File: src/rtl/uart_rx_frame.sv
// UART receive framer: synchronizes rx, restarts the mid-bit detector on a start edge,
// then samples start/data/parity/stop on each hit_m and reports the word with a status pulse.
module uart_rx_frame #(
    parameter int DATA_BITS  = 8,
    parameter int PARITY_EN  = 0,
    parameter int PARITY_ODD = 0
) (
    input  logic                 clk,
    input  logic                 rst_n,
    input  logic                 rx,
    input  logic                 hit_m,
    output logic                 mb_rst,
    output logic [DATA_BITS-1:0] data,
    output logic                 data_valid,
    output logic                 frame_err,
    output logic                 parity_err,
    output logic                 busy
);

    localparam int   CNT_W   = 4;
    localparam logic ODD_BIT = (PARITY_ODD != 0);
    localparam logic PAR_ON  = (PARITY_EN != 0);
    localparam logic [CNT_W-1:0] LAST_BIT = CNT_W'(DATA_BITS - 1);

    typedef enum logic [2:0] {
        ST_IDLE,
        ST_START,
        ST_DATA,
        ST_PARITY,
        ST_STOP
    } state_t;

    state_t               state;
    state_t               state_next;
    logic                 rx_meta;
    logic                 rx_s;
    logic                 rx_d;
    logic [DATA_BITS-1:0] shift_reg;
    logic [CNT_W-1:0]     bit_cnt;
    logic                 par_bad;

    logic hit;
    logic start_det;
    logic cnt_clr;
    logic shift_en;
    logic par_load;
    logic stop_done;

    // Synchronizer and edge-detect flops idle high so reset never looks like a start edge
    always_ff @(posedge clk or negedge rst_n) begin
        if (!rst_n) begin
            rx_meta <= 1'b1;
            rx_s    <= 1'b1;
            rx_d    <= 1'b1;
        end else begin
            rx_meta <= rx;
            rx_s    <= rx_meta;
            rx_d    <= rx_s;
        end
    end

    // A strobe coinciding with the detector restart belongs to the previous frame
    assign hit = hit_m & ~mb_rst;

    always_comb begin
        state_next = state;
        start_det  = 1'b0;
        cnt_clr    = 1'b0;
        shift_en   = 1'b0;
        par_load   = 1'b0;
        stop_done  = 1'b0;
        case (state)
            ST_IDLE: begin
                if (rx_d && !rx_s) begin
                    state_next = ST_START;
                    start_det  = 1'b1;
                end
            end
            ST_START: begin
                if (hit) begin
                    if (!rx_s) begin
                        cnt_clr    = 1'b1;
                        state_next = ST_DATA;
                    end else begin
                        state_next = ST_IDLE;
                    end
                end
            end
            ST_DATA: begin
                if (hit) begin
                    shift_en = 1'b1;
                    if (bit_cnt == LAST_BIT) begin
                        state_next = PAR_ON ? ST_PARITY : ST_STOP;
                    end
                end
            end
            ST_PARITY: begin
                if (hit) begin
                    par_load   = 1'b1;
                    state_next = ST_STOP;
                end
            end
            ST_STOP: begin
                if (hit) begin
                    stop_done  = 1'b1;
                    state_next = ST_IDLE;
                end
            end
            default: state_next = ST_IDLE;
        endcase
    end

    always_ff @(posedge clk or negedge rst_n) begin
        if (!rst_n) begin
            state      <= ST_IDLE;
            mb_rst     <= 1'b0;
            shift_reg  <= '0;
            bit_cnt    <= '0;
            par_bad    <= 1'b0;
            data       <= '0;
            data_valid <= 1'b0;
            frame_err  <= 1'b0;
            parity_err <= 1'b0;
        end else begin
            state      <= state_next;
            mb_rst     <= start_det;
            data_valid <= stop_done & rx_s & ~par_bad;
            frame_err  <= stop_done & ~rx_s;
            parity_err <= stop_done & rx_s & par_bad;
            if (cnt_clr) begin
                bit_cnt <= '0;
            end
            if (shift_en) begin
                shift_reg <= {rx_s, shift_reg[DATA_BITS-1:1]};
                bit_cnt   <= bit_cnt + 1'b1;
            end
            if (par_load) begin
                par_bad <= (^shift_reg) ^ rx_s ^ ODD_BIT;
            end
            if (stop_done) begin
                data <= shift_reg;
            end
        end
    end

    assign busy = (state != ST_IDLE);

endmodule

File: config.mk
export PLATFORM = sky130hd
export DESIGN_NAME = uart_rx_frame
export DESIGN_NICKNAME = d
export VERILOG_FILES = /design/src/rtl/uart_rx_frame.sv
export SDC_FILE = /design/constraint.sdc
export NUM_CORES = 1
export LEC_CHECK = 0
export CORE_MARGIN = 1.5
export CORE_UTILIZATION = 53
export CTS_BUF_LIST = sky130_fd_sc_hd__clkbuf_8 sky130_fd_sc_hd__clkbuf_16
export CTS_CLUSTER_DIAMETER = 40
export DETAILED_ROUTE_END_ITERATION = 10
export GPL_TIMING_DRIVEN = 0
export PLACE_DENSITY = 0.81
export SYNTH_ARGS = -nofsm -noshare
export SYNTH_HDL_FRONTEND = slang
export SYNTH_SLANG_ARGS = --single-unit
File: constraint.sdc
create_clock -name clk -period 2.07 [get_ports clk]
set_input_delay 0.414 -clock clk [delete_from_list [all_inputs] [get_ports clk]]
set_output_delay 0.414 -clock clk [all_outputs]
set_load 0.02 [all_outputs]
* After elaboration in Yosys (flattened, before gate mapping)
Index checks and enable logic that the tools add are counted.
Word-level totals: input bits 4, output and inout port bits 13, register bits after elaboration 31, logic and storage cells 59
Operators by class: $add $sub $neg 1, eq/ne operators 11, bitwise operators 9, multiplexer cells 19, reduce and logical (&&, ||, !) cells 7
Operator list (number):
- two-way mux 3 bit | 6
- one-hot mux 3 bit (5 select lines) | 1
- inequality test 2 bit (second input constant) | 6
- two-way mux 1 bit | 9
- two-way mux 4 bit | 2
- XOR reduction 8 bit | 1
- == test 3 x 2 -> 1 bit (second input constant) | 2
- AND reduction 6 bit | 1
- bitwise AND 1 bit | 5
- adder 4 x 1 -> 4 bit (second input constant) | 1
- == test 4 x 3 -> 1 bit (second input constant) | 1
- == test 3 x 1 -> 1 bit (second input constant) | 1
- == test 3 bit (second input constant) | 1
- zero test 3 bit | 1
- NOT 1 bit | 3
- nonzero test 3 bit | 1
- two-way mux 2 bit | 1
- nonzero test 2 bit | 1
- logical AND 1 bit | 1
- zero test 1 bit | 1
- XOR 1 bit | 1

* Logic depth before layout (Yosys ltp)
depth in word-level cells 6, depth in mapped cells 5, gate-level depth less buffers 5

* Worst setup path after synthesis
No wires, ideal clock.
kind register -> register, from register shift_reg[3], to register par_bad, slack 0.639 ns, data arrival time 1.306 ns, buffers on the path 0, library setup time 0.125 ns, stages on the path, launching flop included 5, clock period less this slack 1.431 ns, cells stage by stage dfrtp_1 > xnor2_1 > xnor3_1 > xnor2_1 > mux2_2
On the way: cells in the longest elaborated chain, start to end 2
Ends and longest elaborated chain:
- from (decl) | line 38 | logic [DATA_BITS-1:0] shift_reg;
- from (signal assigned) | line 134 | shift_reg <= {rx_s, shift_reg[DATA_BITS-1:1]};
- XOR reduction 8 bit | line 138 | par_bad <= (^shift_reg) ^ rx_s ^ ODD_BIT;
- XOR 1 bit | line 138
- to (signal assigned) | line 138
- to (decl) | line 40 | logic par_bad;
Every way passes these cells. A chain may end at the register's enable or synchronous reset.

* Worst setup path after layout
from register state[2], to output busy
On the way: cells in the longest elaborated chain, start to end 1
Ends and longest elaborated chain:
- from (decl) | line 33 | state_t state;
- from (signal assigned) | line 125 | state <= state_next;
- nonzero test 3 bit | line 146 | assign busy = (state != ST_IDLE);
- to (decl) | line 17 | output logic busy
Every way passes these cells.

==> results by group <==
Power
  • Worst vdd ir: roughly 0.00086 V
  • PwrDens: about 1200 mW/mm^2
  • Leak: roughly 0.00076 uW

Detailed routing
  • Antenna viol nets, final: 0
  • Post-DR wirelength/cell: between 10 and 15 um
  • Drt first pass iters: 4
  • Via Count: about 800
  • Initial DRC Count: 21
  • Remaining DRCs: 0
  • Post-Route WL: roughly 2100 um
  • Via-to-Cell Ratio: 5.415

Job
  • Max-cap violations: 0

Timing
  • Slew Limit Headroom: 0.5461
  • Final setup viols: 0
  • Final hold violation count: 0
  • Tcrit/Tclk final: 0.9452
  • Final Critical Period: 1.957 ns
  • Measured slew at the worst slew-check pin: around 0.68 ns
  • Slew Viols, Final: 0
  • Setup TNS: 0 ns
  • PnR worst setup slack: between 0.1 and 0.15 ns
  • Fmax: ~510 MHz
  • Worst clock skew: 0.003398 ns
  • Unrepaired setup endpoints after global routing: false

Clock tree
  • H-tree depth: 2
  • Setup bufs post-CTS: 0
  • Num CTS Buffers: 5
  • Worst-Skew Late Latency: 0.28 ns
  • Clk buf depth: 2
  • Post_cts resized: 0
  • Root Buffer: clkbuf_8
  • Clock Pin Slew Worst Setup and Hold Paths: ~0.060 ns
  • Post-CTS Hold Buffers: 0
  • Clock Sink Count: 31
  • CTS tree: done

Placed design
  • Pre-CTS WS: approximately 0.044 ns
  • Inst Count DP: roughly 140
  • Placed inst area: around 0.0015 sq mm
  • Post-DP HPWL: ~1400 um
  • Port Buffers: 16
  • GP Congestion: 0.7305

Worst setup path
  • CP required: ~1.7 ns
  • CP max stage delay: ~0.6 ns
  • Crit. End Element: output pin
  • Crit Path Max Fanout: 6
  • CP max stage cell: clkdlybuf4s50_1
  • Critical path startpoint category: flop
  • Worst EP arrival: 1.54 ns
  • Crit path buffers/inverters: 2
  • CP Cell Sequence: inv_1 -> nand2_1 -> clkdlybuf4s50_1
  • Crit Path Class: reg2out
  • CP top delay family: buffers and inverters

Final layout
  • Final net count: between 100 and 150
  • Area Growth Syn to Fin: 22.54%
  • Final Cell Area: between 0.0015 and 0.002 sq mm
  • Share of cells above drive strength 1: 0.2773
  • # diodes: 0
  • Final std cells w/o fill: approximately 150
  • Final core utilization: 0.7059

Outcome
  • Status: finished, final reports clean

Global route
  • Initial antenna violation count: 0
  • Met3 Use GR: 0.09429
  • Largest net degree at the start of global routing: 32
  • Global-route wire length before repair: 3463 um
  • Grt total ovfl: 0
  • Met1 GRT Util: 0.2114
  • Grt met2 use: 0.2896
  • Most used routing layer in global routing: met2
  • Number of global-route vias before repair: 807
  • GRT Util Overall: 0.1845

Floorplanning
  • Die Area: around 0.0028 sq mm
  • # IOs: 17
  • Initial Util: 0.5760
  • Die Ht: between 50 and 60 um
  • # rows: 17
  • Core area: ~0.0023 sq mm
  • Die width: roughly 53 um

Logic synthesis
  • Syn_area_per_cell: between 10 and 15 sq um
  • Yosys warnings: 0
  • Post-synth top flop: dfrtp_1
  • Flip-flop and latch count after synthesis: 31
  • Post-synth EDFFs: 0
  • Synth cell count leaders: 28 x dfrtp_1, 17 x mux2_2, 6 x nand2_1, 5 x o21ai_0, 5 x xnor2_1
  • Yosys cell types: 27
  • Sequential-to-total area share from yosys stat: 0.6002
  • Syn Std Cell Area: roughly 0.0013 sq mm
  • Area contributors post-synth: dfrtp_1 54%, mux2_2 15%, dfstp_2 6.1%
  • Yosys top cell by area: dfrtp_1
  • Async set or reset register ratio after synthesis: 1.000
  • Syn nets: 100
  • Cell with the most instances after synthesis: dfrtp_1
  • Cells after Synth: 95
  • Top cell type's share of synthesized area: 0.5395

Min path
  • Min-delay worst type: in2async
-- cells in the final DEF, fill, tap and decap left out, types with 2 or more instances in the layout --
master,n
buf_2,2
clkbuf_8,7
clkdlybuf4s50_1,15
dfrtp_1,28
dfstp_2,3
inv_1,3
mux2_2,17
nand2_1,6
nand3_1,4
nor2b_1,2
nor3b_1,4
o21ai_0,5
xnor2_1,5
xor2_1,2
-- layer usage --
metal,share of wire,wire length (um),vias up
li1,-,-,376
met1,0.45,960,400
met2,0.49,1032,16
met3,0.045,94,4
met4,0.011,24,0
met5,0,0,-
-- layout make-up --
cell class / instances / area (sq um)
Buffer: 3 / 21.27
Clock inverter: 1 / 3.754
Multi-Input combinational cell: 59 / 493.0
Inverter: 2 / 7.507
Sequential cell: 31 / 779.5
Fill cell: 174 / 663.1
Timing Repair Buffer: 16 / 155.1
Tap cell: 28 / 35.03
Clock buffer: 7 / 96.34
-- worst register-to-register path: cells and delay by family, from the launching register on --
kind / cells / cell delay (ns)
buffers and inverters: 1 / 0.17
AO/OA/AOI/OAI: 3 / 0.63
flip-flops: 1 / 0.37
AND/OR/NAND/NOR: 1 / 0.30
-- power breakdown --
group,total [uW],internal [uW],switching [uW]
combinational,600,335,265
clock,505,298,207
sequential,854,730,124
total,1960,1360,597
-- cell families (layout without fill, tap and decap cells) --
family          count (synthesis)  in the layout  synth area share
flops                          31             31            0.6002
simple gates                   22             22            0.1012
mux                            17             17            0.1474
compound gates                 11             11           0.05491
xor+xnor                        8              8           0.06455
buf+inv                         5             29           0.02215
fa+ha+maj                       1              1          0.009632
-- path summary, 6_finish.rpt --
kind | slack, ns | cells past startpoint | endpoint | startpoint
min in group clk | 0.35 | 0 | rx_s | rx_meta
max in group asynchronous | 1.46 | 1 | shift_reg[1] | rst_n
max | 0.11 | 3 | busy | state[2]
max reg2reg | 0.50 | 5 | bit_cnt[2] | rx_s
min reg2reg | 0.35 | 0 | rx_s | rx_meta
min | 0.17 | 1 | state[1] | rst_n
-- per-stage QoR --
stage / power, uW / hold slack (ns)
3_3_place_gp: 1440 / 0.3462
5_1_grt: 2068 / 0.2169
4_1_cts: 1973 / 0.3531
2_1_floorplan: 1265 / 0.1184
6_report: 1960 / 0.1725
3_5_place_dp: 1464 / 0.3482
No activity file was read; power rests on OpenSTA's default activity.
==> variant 1: new RTL, same flow settings <==
Register the output `parity_err` once more, with the module's reset; this adds one clock of latency there. The other outputs are not delayed to match.
--- a/src/rtl/uart_rx_frame.sv
+++ b/src/rtl/uart_rx_frame.sv
@@ -31,2 +31,4 @@
     } state_t;
+
+    logic parity_err_s0;
 
@@ -122,3 +124,3 @@
             frame_err  <= 1'b0;
-            parity_err <= 1'b0;
+            parity_err_s0 <= 1'b0;
         end else begin
@@ -128,3 +130,3 @@
             frame_err  <= stop_done & ~rx_s;
-            parity_err <= stop_done & rx_s & par_bad;
+            parity_err_s0 <= stop_done & rx_s & par_bad;
             if (cnt_clr) begin
@@ -147,2 +149,10 @@
 
+    always_ff @(posedge clk or negedge rst_n) begin
+        if (!rst_n) begin
+            parity_err <= '0;
+        end else begin
+            parity_err <= parity_err_s0;
+        end
+    end
+
 endmodule
Formal check against the unedited RTL: no difference found for any inputs over 10 cycles, from zero or initial values and one cycle with rst_n low; that may be too few to reach the edited logic, so the function may still have changed.
==> variant 1 against the original RTL <==
Cell area up 4.6%; first-iteration DRC count down 62%; synthesized area up 6.8%; clock skew up 0.0016 ns; sequential power down 0.5%; power down 1.0%; sequential share of layout area down 0.63 points; setup slack better by 0.22 ns; routed wire length up 4.3%; non-clock buffer count up 1; combinational power up 8.2%; critical path depth up 2; sequential cell count up 1; largest cell class unchanged; largest power group unchanged; highest routed layer unchanged.
==> variant 1: results (changes against the original RTL) <==
* Area Overhead vs Synth at 19.9%
* Top cells by count, synth: 29 x dfrtp_1, 17 x mux2_2, 6 x xnor2_1
* Yosys cell types at 34 (+26%)
* Register area at 805 um2 (+3.2%)
* Vias/cell at 5.36 (-1.1%)
* Pin count of the biggest net entering global routing at 33 (+3.1%)
* Multi-input logic area at 543 um2 (+10%)
* Crit path max fanout at 10 (+4)
* NumNets Final at 126 (+2.4%)
* Post-placement cell area at 0.00159 mm2 (+6.1%)
* Post-Route M1 WL at 920 um (-4.2%)
* Yosys reg bits at 32 (+3.2%)
* Syn Area/Cell at 14.2 um2 (+3.6%)
* WL met3 at 117 um (+24%)
* Synth top area cells: dfrtp_1 52%, mux2_2 14%, dfstp_2 5.7%
* DR iter-0 viols at 8 (-62%)
* Clock buf/inv share at 4.89% (-1.4 points)
* P_clk at 441 uW (-13%)
* LEAKAGE at 0.000795 uW (+4.8%)
* VDD IR-drop max at 923 uV (+7.9%)
* Met3 Track Usage GR at 8.89% (-0.54 points)
* Multi-input gates at 60 (+1.7%)
* Signal buffers at 20 (+1)
* Fraction of layout cells with a size suffix above 1 at 31.1% (+3.4 points)
* Status: complete, no violations
* Signal buffers share of area at 11.4% (+0.34 points)
* Final WL at 2200 um (+4.3%)
* Reg2reg start: state[2]
* Met2 Use GR at 32.1% (+3.2 points)
* CP max stage delay at 0.49 ns (-0.11 ns)
* Setup Slack @ Placement at 0.0186 ns (-0.0256 ns)
* Layout Skew at 0.00500 ns (+0.00161 ns)
## variant 1: cell types whose count changed after synthesis, sizes merged, moves of 2 or more
cell | unedited run | this run
nand2 | 6 | 3
buf | 2 | 4
mux2 | 17 | 19
nand3 | 4 | 2
nor3 | 0 | 2
or2b | 0 | 2
## variant 1: how the worst max path moves through the flow
stage	to	slack, ns	cells past startpoint
floorplan	shift_reg[2]	0.53	4
global route	shift_reg[3]	0.28	5
CTS	busy	0.004	4
detailed placement	data[2]	0.02	1
finish	shift_reg[6]	0.33	5
global placement	data[3]	0.05	1
## variant 1: logic make-up (layout without fill, tap and decap cells)
kind of cell / after synthesis / after routing / share of synthesized area [%]
XOR/XNOR: 8 / 8 / 6.04
AO/OA/AOI/OAI: 11 / 11 / 5.41
flip-flops: 32 / 32 / 58.0
multiplexers: 19 / 19 / 15.7
buffers and inverters: 6 / 30 / 2.88
AND/OR/NAND/NOR: 21 / 21 / 11.1
adder cells (fa/ha/maj): 1 / 1 / 0.902
==> variant 2: new RTL, config.mk and constraints unchanged <==
Without the edit above. `PARITY_ODD`: 0 -> 1.
--- a/src/rtl/uart_rx_frame.sv
+++ b/src/rtl/uart_rx_frame.sv
@@ -5,3 +5,3 @@
     parameter int PARITY_EN  = 0,
-    parameter int PARITY_ODD = 0
+    parameter int PARITY_ODD = 1
 ) (
Check against the original RTL: no difference found for any inputs over 10 cycles, from zero or initial values and one cycle with rst_n low; that may be too few to reach the edited logic, so the function may still have changed.
==> variant 2 against the original RTL <==
Global-route usage up 1.2 points; sequential cell count unchanged; synthesized area up 0.96%; critical path depth unchanged; maximum frequency up 0.35%; power up 9.2%; setup slack better by 0.0069 ns; cell area up 0.55%; via count up 1.8%; routed wire length up 4.4%; critical path type unchanged; largest power group unchanged.
==> variant 2: results (changes against the original RTL) <==
* Fillcell total at 160 (-8.0%)
* Met3 Track Usage GR at 9.14% (-0.29 points)
* VDD IR-drop max at 1140 uV (+33%)
* Status: complete, no violations
* NumNets Final at 125 (+1.6%)
* Fraction of layout cells with a size suffix above 1 at 28.1% (+0.37 points)
* GPL Wtd Cong at 0.715 (-2.2%)
* Reg2Reg Capture Point: shift_reg[7]
* Sequential area share after synthesis at 59.4% (-0.57 points)
* Yosys cell types at 29 (+7.4%)
* Sequential Power at 888 uW (+4.0%)
* Top cells by count, synth: 28 x dfrtp_1, 18 x mux2_2, 5 x nor2_1, 5 x xnor2_1
* Detail Placement HPWL at 1500 um (+3.9%)
* Post-placement cell area at 0.00151 mm2 (+0.84%)
* Met1 Use GR at 22.8% (+1.6 points)
* Post-placement cell count at 141 (+1.4%)
* Synth top area cells: dfrtp_1 53%, mux2_2 15%, dfstp_2 6.0%
* Logic power comb at 738 uW (+23%)
* Min Hold Slack at 0.158 ns (-0.0149 ns)
* Reg2reg start: mb_rst
* Vias/cell at 5.44 (+0.39%)
* Sw frac at 31.3% (+0.83 points)
* WL met3 at 134 um (+43%)
* R2R setup slack at 0.43 ns (-0.07 ns)
* LEAKAGE at 0.000768 uW (+1.3%)
* Post-CTS sizing at 1 (+1)
* Mux cell area share after synthesis at 15.5% (+0.72 points)
* First-pass GRT wire length at 3620 um (+4.6%)
-- variant 2: critical path: stages, from the launching register on --
cell and delay, ns:
dfrtp_1 0.38, buf_2 0.17, or3_1 0.36, dlygate4sd2_1 0.33
-- variant 2: how the worst max path moves through the flow --
stage	cells after the start	to	slack (ns)	from
2_1_floorplan	4	shift_reg[2]	0.52	mb_rst
3_3_place_gp	5	shift_reg[3]	0.07	hit_m
3_5_place_dp	5	shift_reg[7]	0.03	hit_m
4_1_cts	3	busy	0.11	state[0]
5_1_grt	3	busy	0.06	state[0]
6_report	3	busy	0.12	state[0]
-- variant 2: area by class of cell --
type	instances	area share [%]
timing repair buffer	16	9.62
buffer	5	1.64
clock buffer	7	6.02
sequential	31	48.7
multi-input combinational	60	31.4
tap	28	2.19
clock inverter	1	0.235
inverter	1	0.235
-- variant 2: cell families (layout without fill, tap and decap cells) --
group	after synthesis	after routing
compound gates	8	8
mux	18	18
buf+inv	6	30
flops	31	31
xor+xnor	8	8
fa+ha+maj	1	1
simple gates	25	25
